**src/rtl/uart_bus_pkg.sv**
```systemverilog
// Shared constants and state encoding for the UART-driven bus initiator.
package uart_bus_pkg;

  localparam logic [7:0] OP_READ  = 8'h52;
  localparam logic [7:0] OP_WRITE = 8'h57;
  localparam logic [7:0] ACK_BYTE = 8'h4B;

  typedef enum logic [2:0] {
    IDLE,
    ADDR,
    DATA,
    BUS,
    TX_LOAD,
    TX_WAIT
  } state_t;

endpackage

```
**src/rtl/uart_bus_master_byte_serializer.sv**
```systemverilog
// Sends a 1- or 4-byte response MSB first, one tx_start per byte, gated by tx_busy.
module byte_serializer
  import uart_bus_pkg::*;
(
  input  logic        clk,
  input  logic        reset,
  input  logic        start,
  input  logic [31:0] word,
  input  logic [2:0]  count,
  input  logic        tx_busy,
  output logic [7:0]  tx_data,
  output logic        tx_start,
  output logic        done
);

  state_t      st, st_n;
  logic [31:0] sh;
  logic [2:0]  rem;
  logic        fire;

  assign fire = (st == TX_LOAD) && !tx_busy;

  always_ff @(posedge clk) begin
    if (reset) begin
      st  <= IDLE;
      sh  <= 32'h0;
      rem <= 3'd0;
    end else begin
      st <= st_n;
      if (start && st == IDLE) begin
        sh  <= word;
        rem <= count;
      end else if (fire) begin
        sh  <= {sh[23:0], 8'h00};
        rem <= rem - 3'd1;
      end
    end
  end

  always_comb begin
    st_n = st;
    case (st)
      IDLE:    if (start) st_n = TX_LOAD;
      TX_LOAD: if (fire) st_n = TX_WAIT;
      TX_WAIT: st_n = (rem != 3'd0) ? TX_LOAD : IDLE;
      default: st_n = IDLE;
    endcase
  end

  always_comb begin
    tx_start = fire;
    tx_data  = (st == TX_LOAD) ? sh[31:24] : 8'h00;
    done     = (st == TX_WAIT) && (rem == 3'd0);
  end

endmodule

```
**src/rtl/uart_bus_master.sv**
```systemverilog
// UART byte stream to single bus read/write transactions, with byte responses.
// Optional partial-frame timeout: define UART_BUS_MASTER_TIMEOUT_EN.
module uart_bus_master
  import uart_bus_pkg::*;
#(
  parameter logic [31:0] TIMEOUT_CYCLES = 32'd1_000_000
) (
  input  logic        clk,
  input  logic        reset,
  input  logic [7:0]  rx_data,
  input  logic        rx_valid,
  input  logic        tx_busy,
  input  logic [31:0] rdata,
  output logic [7:0]  tx_data,
  output logic        tx_start,
  output logic        rd,
  output logic        wr,
  output logic [31:0] addr,
  output logic [31:0] wdata,
  output logic        busy
);

  state_t     st, st_n;
  logic [1:0] cnt;
  logic       is_wr;
  logic       op_ok;
  logic       timeout;
  logic       ser_done;

  assign op_ok = rx_valid && (rx_data == OP_READ || rx_data == OP_WRITE);

`ifdef UART_BUS_MASTER_TIMEOUT_EN
  logic [31:0] tmo;

  always_ff @(posedge clk) begin
    if (reset)                         tmo <= 32'h0;
    else if (rx_valid)                 tmo <= 32'h0;
    else if (st == ADDR || st == DATA) tmo <= tmo + 32'd1;
    else                               tmo <= 32'h0;
  end

  assign timeout = (st == ADDR || st == DATA) && !rx_valid && (tmo >= TIMEOUT_CYCLES);
`else
  logic unused_tmo;
  assign unused_tmo = ^TIMEOUT_CYCLES;
  assign timeout    = 1'b0;
`endif

  always_ff @(posedge clk) begin
    if (reset) begin
      st    <= IDLE;
      cnt   <= 2'd0;
      is_wr <= 1'b0;
      addr  <= 32'h0;
      wdata <= 32'h0;
    end else begin
      st <= st_n;
      if (st == IDLE && op_ok) is_wr <= (rx_data == OP_WRITE);
      if (st == ADDR && rx_valid) begin
        addr <= {addr[23:0], rx_data};
        cnt  <= cnt + 2'd1;
      end
      if (st == DATA && rx_valid) begin
        wdata <= {wdata[23:0], rx_data};
        cnt   <= cnt + 2'd1;
      end
      if (timeout) cnt <= 2'd0;
    end
  end

  // TX_LOAD here covers the whole response; the serializer tracks load/wait per byte.
  always_comb begin
    st_n = st;
    case (st)
      IDLE:    if (op_ok) st_n = ADDR;
      ADDR:    if (timeout) st_n = IDLE;
               else if (rx_valid && cnt == 2'd3) st_n = is_wr ? DATA : BUS;
      DATA:    if (timeout) st_n = IDLE;
               else if (rx_valid && cnt == 2'd3) st_n = BUS;
      BUS:     st_n = TX_LOAD;
      TX_LOAD: if (ser_done) st_n = IDLE;
      default: st_n = IDLE;
    endcase
  end

  always_comb begin
    rd   = (st == BUS) && !is_wr;
    wr   = (st == BUS) && is_wr;
    busy = (st != IDLE);
  end

  byte_serializer u_ser (
    .clk      (clk),
    .reset    (reset),
    .start    (st == BUS),
    .word     (is_wr ? {ACK_BYTE, 24'h0} : rdata),
    .count    (is_wr ? 3'd1 : 3'd4),
    .tx_busy  (tx_busy),
    .tx_data  (tx_data),
    .tx_start (tx_start),
    .done     (ser_done)
  );

endmodule

```
**config.mk**
```make
export PLATFORM = sky130hd
export DESIGN_NAME = uart_bus_master
export DESIGN_NICKNAME = d
export VERILOG_FILES = /design/src/rtl/uart_bus_pkg.sv /design/src/rtl/uart_bus_master_byte_serializer.sv /design/src/rtl/uart_bus_master.sv
export SDC_FILE = /design/constraint.sdc
export NUM_CORES = 1
export LEC_CHECK = 0
export ABC_AREA = 1
export CAP_MARGIN = 20
export CORE_UTILIZATION = 47
export CTS_CLUSTER_SIZE = 30
export DETAILED_ROUTE_END_ITERATION = 6
export PLACE_DENSITY = 0.79
export SYNTH_ARGS = -nofsm -noshare
export SYNTH_HDL_FRONTEND = slang
export SYNTH_SLANG_ARGS = --single-unit
```
**constraint.sdc**
```tcl
create_clock -name clk -period 2.17 [get_ports clk]
set_clock_uncertainty 0.2 [all_clocks]
set_input_delay 0.217 -clock clk [delete_from_list [all_inputs] [get_ports clk]]
set_output_delay 0.217 -clock clk [all_outputs]
set_load 0.02 [all_outputs]
```
After elaboration in Yosys (flattened, before gate mapping)
Cells that the tools add are included.

Add/subtract/negate cells: 2. Equal/unequal tests: 15. Muxes and demuxes: 19. Reduce and logical (&&, ||, !) cells: 22.

Operators with widths (count): 32-bit 2-to-1 mux (3); 3-bit 2-to-1 mux (10); 8-bit by 7-bit equality test with 1-bit output, second input constant (2); 3-bit case mux with 5 select lines (1); 1-bit logical AND (10); 3-bit equality test, second input constant (3); 3-bit zero test (3); 3-bit case mux with 3 select lines (1); 8-bit 2-to-1 mux (1); 3-bit by 2-bit equality test with 1-bit output, second input constant (2); 2-bit by 1-bit != test with 1-bit output, second input constant (3); 2-bit != test, second input constant (3); 3-bit nonzero test (2); 2-bit 2-to-1 mux (2); 4-bit AND reduction (1); 2-bit nonzero test (2); 3-bit by 1-bit equality test with 1-bit output, second input constant (1); 3-bit by 1-bit subtractor with 3-bit output, second input constant (1); 2-bit by 1-bit adder with 2-bit output, second input constant (1); 2-bit equality test, second input constant (1); 1-bit zero test (2); 2-bit AND reduction (1); 1-bit logical OR (1); 1-bit 2-to-1 mux (1).

Register bits: 108. Input port bits: 44. Output and inout port bits: 76. Word-level logic and storage cells: 66.

Depth between registers and ports, before layout
Gate-level depths: netlist of run 1.

Word-level depth: 5. Gate-level depth with buffers: 10. Gate-level depth less buffers: 9.

Modules after synthesis
From an unflattened synthesis of run 1, not the netlist that was laid out.

Cells, all modules: 731. Area total of the unflattened synthesis: 5039.8 um^2.

By module, submodules not included: uart_bus_master (instances 1, cells each 399, area each 2956.6 um^2, seq. area each 1401.3 um^2); byte_serializer (instances 1, cells each 332, area each 2083.2 um^2, seq. area each 740.7 um^2).

Worst setup path after synthesis of run 1
No wires, ideal clock.

Kind: reg2reg. Start: reg u_ser.st[0]. End: reg u_ser.sh[19]. Setup time: 0.122 ns. Data arrival time: 1.307 ns. Data required time: 1.848 ns. Setup slack: 0.541 ns. Cell stages (with the launch flop): 8. Buffers on the path: 1. Period minus slack after synthesis: 1.629 ns. Path through: dfxtp_1 inv_1 nand2_2 nor2_2 inv_1 clkbuf_1 o21ai_0 a21oi_1.

Word-level cells in the longest chain between the ends: 3. Elaborated cells on any way between the ends: 6. Classes of those cells: 1 x eq/ne; 1 x mux; 4 x reduce/logical.

Ends and longest elaborated chain: start: declaration (RTL line uart_bus_master_byte_serializer.sv:16) `state_t st, st_n;`; start signal: assignment (RTL line uart_bus_master_byte_serializer.sv:29) `st <= st_n;`; 3-bit equality test (RTL line uart_bus_master_byte_serializer.sv:21) `assign fire = (st == TX_LOAD) && !tx_busy;`; 1-bit logical AND (RTL line uart_bus_master_byte_serializer.sv:21); net tx_start (RTL line uart_bus_master.sv:15) `output logic tx_start,`; 2-bit nonzero test (no line); end signal: assignment (RTL line uart_bus_master_byte_serializer.sv:31) `sh <= word;`; end signal: assignment (RTL line uart_bus_master_byte_serializer.sv:34) `sh <= {sh[23:0], 8'h00};`; end: declaration (RTL line uart_bus_master_byte_serializer.sv:17) `logic [31:0] sh;`.

The timed path passes the listed nets, and every way through them passes these cells. A chain may end at the register's enable or synchronous reset.

Final worst setup path of run 1
Start: reg st[1]. End: out busy.

Word-level cells in the longest chain between the ends: 1.

Ends and longest elaborated chain: start: declaration (RTL line uart_bus_master.sv:23) `state_t st, st_n;`; start signal: assignment (RTL line uart_bus_master.sv:57) `st <= st_n;`; 3-bit nonzero test (RTL line uart_bus_master.sv:89) `busy = (st != IDLE);`; end: declaration (RTL line uart_bus_master.sv:20) `output logic busy`.

No other way between the ends.

==> impl_results.md, run 1 <==
- Register area share after synthesis: 0.512
- CTS clk-pin slew, worst paths: 0.10 ns
- Cells along the critical path: inv_1 -> nand2_1 -> clkdlybuf4s50_1
- IO Port Bufs: 119
- Root Driver: clkbuf_8
- Synth Area in Simple Gates: 0.132
- Most common flop cell mapped by yosys: dfxtp_1
- Vias in the first global route: 3,524
- Xor/xnor share of the synthesized area: 0.00418
- Max Root-Sink Buffers: 2
- Worst EP required: 1.75 ns
- Max-slew violations: 0
- Gpl congestion: 0.865
- CP Data Arrival Time: 1.64 ns
- Total Routing Usage GR: 0.220
- Pin count of the biggest net entering global routing: 93
- Area Overhead vs Synth: 35.2%
- Vias/cell: 5.14
- Post-CTS Hold Buffers: 0
- Cell Area, Synth: 0.00419 mm²
- Site row count: 34
- Most common cell in the netlist: o21ai_0
- Fmax: 487 MHz
- Cells after Synth: 548
- RR Startpoint: st[0]
- Setup Crit Path Kind: flop to output pin
- Top cells by count, synth: 113 x o21ai_0, 107 x dfxtp_1, 79 x a21oi_1, 67 x nor2_1, 60 x inv_1
- Initial DRC count: 187
- Fraction of layout cells with a size suffix above 1: 0.0582
- Die ar.: 0.00929 mm²
- Worst hold path type: input port to flop
- Fin Setup TNS: 0 ns
- Number of flops mapped to enable cells by yosys: 0
- Max-capacitance violation count: 0
- Ant diodes: 0
- Worst Tran Pin Value: 0.624 ns
- Die W: 96.4 µm
- CP max stage delay: 0.62 ns
- Synth Area in Adders: 0.00896
- IO Count: 120
- Area share of the largest cell type after synthesis: 0.512
- Ys Warns: 0
- Die H: 96.4 µm
- CP endpoint kind: output pin
- Power per cell area: 718 mW/mm²
- Slowest CP cell: clkdlybuf4s50_1
- Yosys top cell by area: dfxtp_1
- Final WS setup: 0.115 ns
- CTS Buf Count: 9
- RSZ-0062 raised after global routing: false
- WL final: 10,200 µm
- Min-delay src: rdata[2]
- H-tree depth: 3
- Wirelength per Cell: 13.4 µm
- Final setup fails: 0
- Drt first pass iters: 4
- Seq cells post-synth: 107
- Synth Area in Compound Gates: 0.242
- Vias post-DR: 3,915
- Cell family with most CP delay: buffers and inverters
- Final worst-path cycle share: 0.947
- # nets final: 695
- Antenna Violating Nets Remaining: 0
- Reg2Reg Capture Point: u_ser.sh[31]
- GR Overflow Total: 0
- Clk_lat worst skew: 0.36 ns
- Initial antenna violation count: 0
- Clock sink count: 107
- Place WS: 0.264 ns
- Final HPWL DP: 7010 µm
- Final hold viol count: 0
- Setup crit start kind: flop
- Worst reg2reg setup slack: 0.29 ns
- FFs w/ async S/R, synth: 0
- Rel. slew slack: 0.584
- Main combinational cell family by area after synthesis: compound AO/OA/AOI/OAI gates
- Hold path endpoint: u_ser.sh[2]
- R2R cell count: 8
- Final min period: 2.06 ns
- CTS tree: done
- First-pass GRT wire length: 16,000 µm
- Core ar.: 0.00868 mm²
- Worst path bufs/invs: 2
- Max VDD drop: 383 µV
- Worst hold stages: 3
- Syn Area/Cell: 7.64 µm²
- Syn Nets: 595
- Largest cells by area after synthesis: dfxtp_1 51%, o21ai_0 14%, a21oi_1 9.4%
- Initial Utilization: 0.483
- CP Max Fanout: 8
- Pleak: 2.29 nW
- Outcome: finished, final reports clean
- DRC Markers: 0
- Mux contribution to synthesized area: 0
- Post-synth cell types: 28
-- through the flow --
stage | area (µm²) | instances | hold slack [ns] | utilization | power (mW)
6_report | 5660 | 761 | 0.197 | 0.652 | 4.06
2_1_floorplan | 4190 | 548 | 0.152 | - | 2.46
5_1_grt | 5660 | 761 | 0.182 | 0.652 | 4.25
3_3_place_gp | 5420 | 745 | 0.229 | 0.625 | 2.75
4_1_cts | 5640 | 761 | 0.192 | 0.650 | 4.08
3_5_place_dp | 5420 | 745 | 0.241 | 0.625 | 2.76
-- worst max path at each step --
stage / from / to / slack (ns) / cells past startpoint
6_report: st[1] / busy / 0.11 / 3
5_1_grt: st[1] / busy / 0.04 / 3
4_1_cts: u_ser.st[2] / tx_data[4] / 0.02 / 3
3_5_place_dp: tx_busy / u_ser.sh[31] / 0.26 / 5
3_3_place_gp: tx_busy / tx_start / 0.29 / 3
2_1_floorplan: u_ser.st[0] / u_ser.sh[19] / 0.54 / 7
-- report_power, final --
group | leakage, nW | internal (mW) | total, mW | switching [mW]
combinational | 1.32 | 0.279 | 0.605 | 0.326
clock | 0.114 | 0.658 | 1.35 | 0.688
sequential | 0.863 | 2.05 | 2.11 | 0.0627
-- cells in the final DEF (no fill, tap or decap), types with 5 or more instances in the layout --
master,count
a21oi_1,79
dfxtp_1,106
clkdlybuf4s50_1,108
nand2_1,54
inv_1,59
o21ai_0,113
nand3_1,5
o22ai_1,5
buf_4,5
clkbuf_8,9
dlymetal6s2s_1,7
nor2_1,65
-- layout make-up --
cell class / instances / area, µm²
fill: 730 / 3020
clock buffer: 9 / 124
inverter: 64 / 243
sequential: 107 / 2140
timing repair buffer: 126 / 1280
clock inverter: 7 / 100
multi-input combinational: 340 / 1630
tap: 108 / 135
-- timing repair --
action | in CTS | in global routing
resized for setup | 5 | 8
buffers inserted | 0 | 0
endpoints found under the setup margin | 5 | 8
-- metal layers --
metal	wire, µm	global-route usage	vias to the layer above	part of all wire
li1	-	-	1976	-
met1	4550	0.285	1777	0.45
met2	4810	0.361	139	0.47
met3	615	0.0493	23	0.060
met4	199	0.0797	0	0.020
met5	0	0	-	0
-- worst register-to-register path: cells and delay by family (launching register included) --
kind | cells | cell delay [ns]
buffers and inverters | 3 | 0.52
DFF | 1 | 0.40
and+or+nand+nor | 4 | 0.49
AOI/OAI and AO/OA | 1 | 0.20
-- flip-flops by register name (all words and copies together), names as in the netlist --
name / cells
cnt: 2
is_wr: 1
u_ser.st: 2
addr: 32
u_ser.sh: 32
u_ser.rem: 3
st: 3
wdata: 32
-- cell families (layout without fill, tap and decap cells) --
| family | count (synthesis) | count (layout) |
|---|---|---|
| simple gates | 135 | 135 |
| flops | 107 | 107 |
| compound gates | 200 | 200 |
| buf+inv | 101 | 206 |
| xor+xnor | 2 | 2 |
| fa+ha+maj | 3 | 3 |
Power figures use the tool's default switching activity.
==> run 2: changes to the inputs <==
--- a/config.mk
+++ b/config.mk
@@ -8,8 +8,9 @@
 export ABC_AREA = 1
 export CAP_MARGIN = 20
-export CORE_UTILIZATION = 47
+export CORE_UTILIZATION = 44
+export CTS_BUF_LIST = sky130_fd_sc_hd__clkbuf_8
 export CTS_CLUSTER_SIZE = 30
 export DETAILED_ROUTE_END_ITERATION = 6
-export PLACE_DENSITY = 0.79
+export PLACE_DENSITY = 0.78
 export SYNTH_ARGS = -nofsm -noshare
 export SYNTH_HDL_FRONTEND = slang
==> constraint.sdc (replaced) <==
create_clock -name clk -period 1.8 [get_ports clk]
set_clock_uncertainty 0.2 [all_clocks]
set_input_delay 0.45 -clock clk [delete_from_list [all_inputs] [get_ports clk]]
set_output_delay 0.45 -clock clk [all_outputs]
set_load 0.02 [all_outputs]
==> impl_results.md, run 2 (synthesis gave the netlist of run 1 again) <==
- Final min period: 1.87 ns
- Worst Tran Pin Value: 0.229 ns (-0.395 ns)
- Part of the power in registers: 0.544 (+0.024)
- Dpl cell area: 0.00574 mm² (+5.9%)
- Switching Share: 0.285 (+0.0206)
- Post-route cell area: 0.00594 mm² (+4.9%)
- Worst EP required: 1.15 ns (-0.60 ns)
- Initial Utilization: 0.453 (-0.0293)
- Clk_lat worst skew: 0.36 ns (about the same)
- Slowest CP cell: dfxtp_2
- Failing checks: negative setup slack
- Gpl congestion: 0.836 (-3.3%)
- Vias in the first global route: 3,730 (+5.8%)
- Final hold viol count: 0 (unchanged)
- # nets final: 732 (+5.3%)
- Setup Crit Path Kind: flop to output pin
- Commonest non-fill, non-tap cells in the layout: 103 x dfxtp_1, 100 x o21ai_0, 79 x a21oi_1
- CTS clk-pin slew, worst paths: 0.10 ns (about the same)
- Pin count of the biggest net entering global routing: 63 (-32%)
- DRC Markers: 0 (unchanged)
- Most frequent CP cell: buf_6
- Total Routing Usage GR: 0.209 (-0.0106)
- RSZ-0062 raised after global routing: true
- Clock sink count: 107 (unchanged)
- Setup crit start kind: flop
- Outcome: finished with violations
- CP max stage delay: 0.34 ns (-0.28 ns)
- CTS tree: done
- Antenna Violating Nets Remaining: 0 (unchanged)
- Initial antenna violation count: 0 (unchanged)
- Wirelength per Cell: 12.7 µm (-5.1%)
- IO Port Bufs: 119 (unchanged)
- Pleak: 2.65 nW (+15%)
- First-pass GRT wire length: 16,800 µm (+5.2%)
- Worst hold path type: flop to flop
- H-tree depth: 3 (unchanged)
- CTS Buf Count: 9 (unchanged)
- Fmax: 535 MHz
- Final worst-path cycle share: 1.04
- Vias post-DR: 4,011 (+2.5%)
- Area Overhead vs Synth: 41.7%
- Root Driver: clkbuf_8
- Drt first pass iters: 4 (unchanged)
- P_int: 3.34 mW (+12%)
- Comb power frac: 0.162 (+0.013)
- Final setup fails: 5 (+5)
- Post-CTS Hold Buffers: 0 (unchanged)
- Die W: 99.6 µm (+3.3%)
- Final WS setup: -0.0688 ns (-0.183 ns)
- CP Max Fanout: 8 (unchanged)
- CP endpoint kind: output pin
- Power per cell area: 787 mW/mm² (+9.6%)
- Max VDD drop: 536 µV (+40%)
- Final HPWL DP: 7420 µm (+5.8%)
- Core ar.: 0.00924 mm² (+6.5%)
- CP Data Arrival Time: 1.22 ns (-0.42 ns)
- Cells along the critical path: inv_2 -> nand2_4 -> buf_6 -> nor2_4 -> buf_6
- IO Count: 120 (unchanged)
- Clock share of power: 0.294 (-0.037)
- WL final: 10,400 µm (+2.1%)
- Die H: 99.6 µm (+3.3%)
- Max Root-Sink Buffers: 2 (unchanged)
- Max-capacitance violation count: 0 (unchanged)
- Top Registers: addr (32), u_ser.sh (32), wdata (32)
- Ant diodes: 0 (unchanged)
- Die ar.: 0.00991 mm² (+6.7%)
- GR Overflow Total: 0 (unchanged)
- Vias/cell: 4.90 (-4.8%)
- Max-slew violations: 0 (unchanged)
- Rel. slew slack: 0.846 (+0.263)
- Place WS: -0.451 ns (-0.714 ns)
- Leading cell type in the layout, fill and taps excluded: dfxtp_1
- Net Sw Power: 1.33 mW (+24%)
- Fraction of layout cells with a size suffix above 1: 0.141 (+0.0824)
- Site row count: 35 (+2.9%)
- Initial DRC count: 174 (-7.0%)
- Fillers: 829 (+14%)
[run 2: cell types whose count changed in the layout (fill, tap and decap cells not counted), moves of 7 or more]
cell             delta
clkdlybuf4s50_1    -65
dlygate4sd2_1      +55
buf_4              +37
o21ai_0            -13
o21ai_1            +13
buf_6               +9
dlymetal6s2s_1      -7
[run 2: worst paths after layout]
check | slack (ns) | endpoint | cells past startpoint | startpoint
worst min-delay path | 0.25 | wdata[31] | 2 | wdata[31]
worst min register to register | 0.25 | wdata[31] | 2 | wdata[31]
worst max-delay path | -0.07 | tx_data[0] | 5 | u_ser.st[0]
worst max register to register | 0.04 | u_ser.sh[21] | 9 | u_ser.st[0]
[run 2: stage by stage]
stage               total power [mW]  hold WS, ns  utilization  instances  TNS, ns
finish                          4.67        0.248        0.642        819   -0.223
global route                    4.88        0.272        0.642        819    -1.44
CTS                             4.71        0.254        0.637        818   -0.289
detailed placement              3.40        0.240        0.621        800   -17.13
global placement                3.38        0.229        0.621        800   -13.98
floorplan                       2.96        0.229            -        548        0
[run 2: routing by layer]
layer  share of wire  GRT usage
met5               0          0
met4           0.010     0.0588
met3           0.044     0.0485
met2            0.50      0.370
met1            0.45      0.255
[run 2: timing repair]
| item | in CTS | in global routing |
|---|---|---|
| setup endpoints to repair | 91 | 46 |
| resized for setup | 143 | 30 |
| pin swaps | 3 | 3 |
| endpoints found under the hold margin | 0 | 0 |
| setup buffers | 2 | 1 |
[run 2: power groups by stage]
stage,logic [mW],clock network (mW),registers [mW]
6_report,0.755,1.38,2.54
2_1_floorplan,0.262,0,2.70
3_3_place_gp,0.790,0,2.59
5_1_grt,0.822,1.50,2.56
3_5_place_dp,0.806,0,2.60
4_1_cts,0.760,1.41,2.54
[run 2: worst max-delay path: cells and delay by family (launching register included)]
| kind | cells | cell delay (ns) |
|---|---|---|
| buffers and inverters | 3 | 0.35 |
| DFF | 1 | 0.34 |
| and+or+nand+nor | 2 | 0.18 |
[run 2: final cells by class]
class                   count  area [µm²]  area share
well taps                 129         161      0.0272
inverters                  64         251      0.0424
clock buffers               9         124      0.0209
flip-flops and latches    107        2150       0.362
clock inverters             7        58.8     0.00991
repair buffers            163        1510       0.255
multi-input cells         340        1680       0.282
==> run 3: changes to the inputs <==
- CAP_MARGIN: 20 -> default
- SLEW_MARGIN: default -> 20
==> results of run 3 <==
Same layout as run 2: the final DEF is identical, and so are final timing and power.
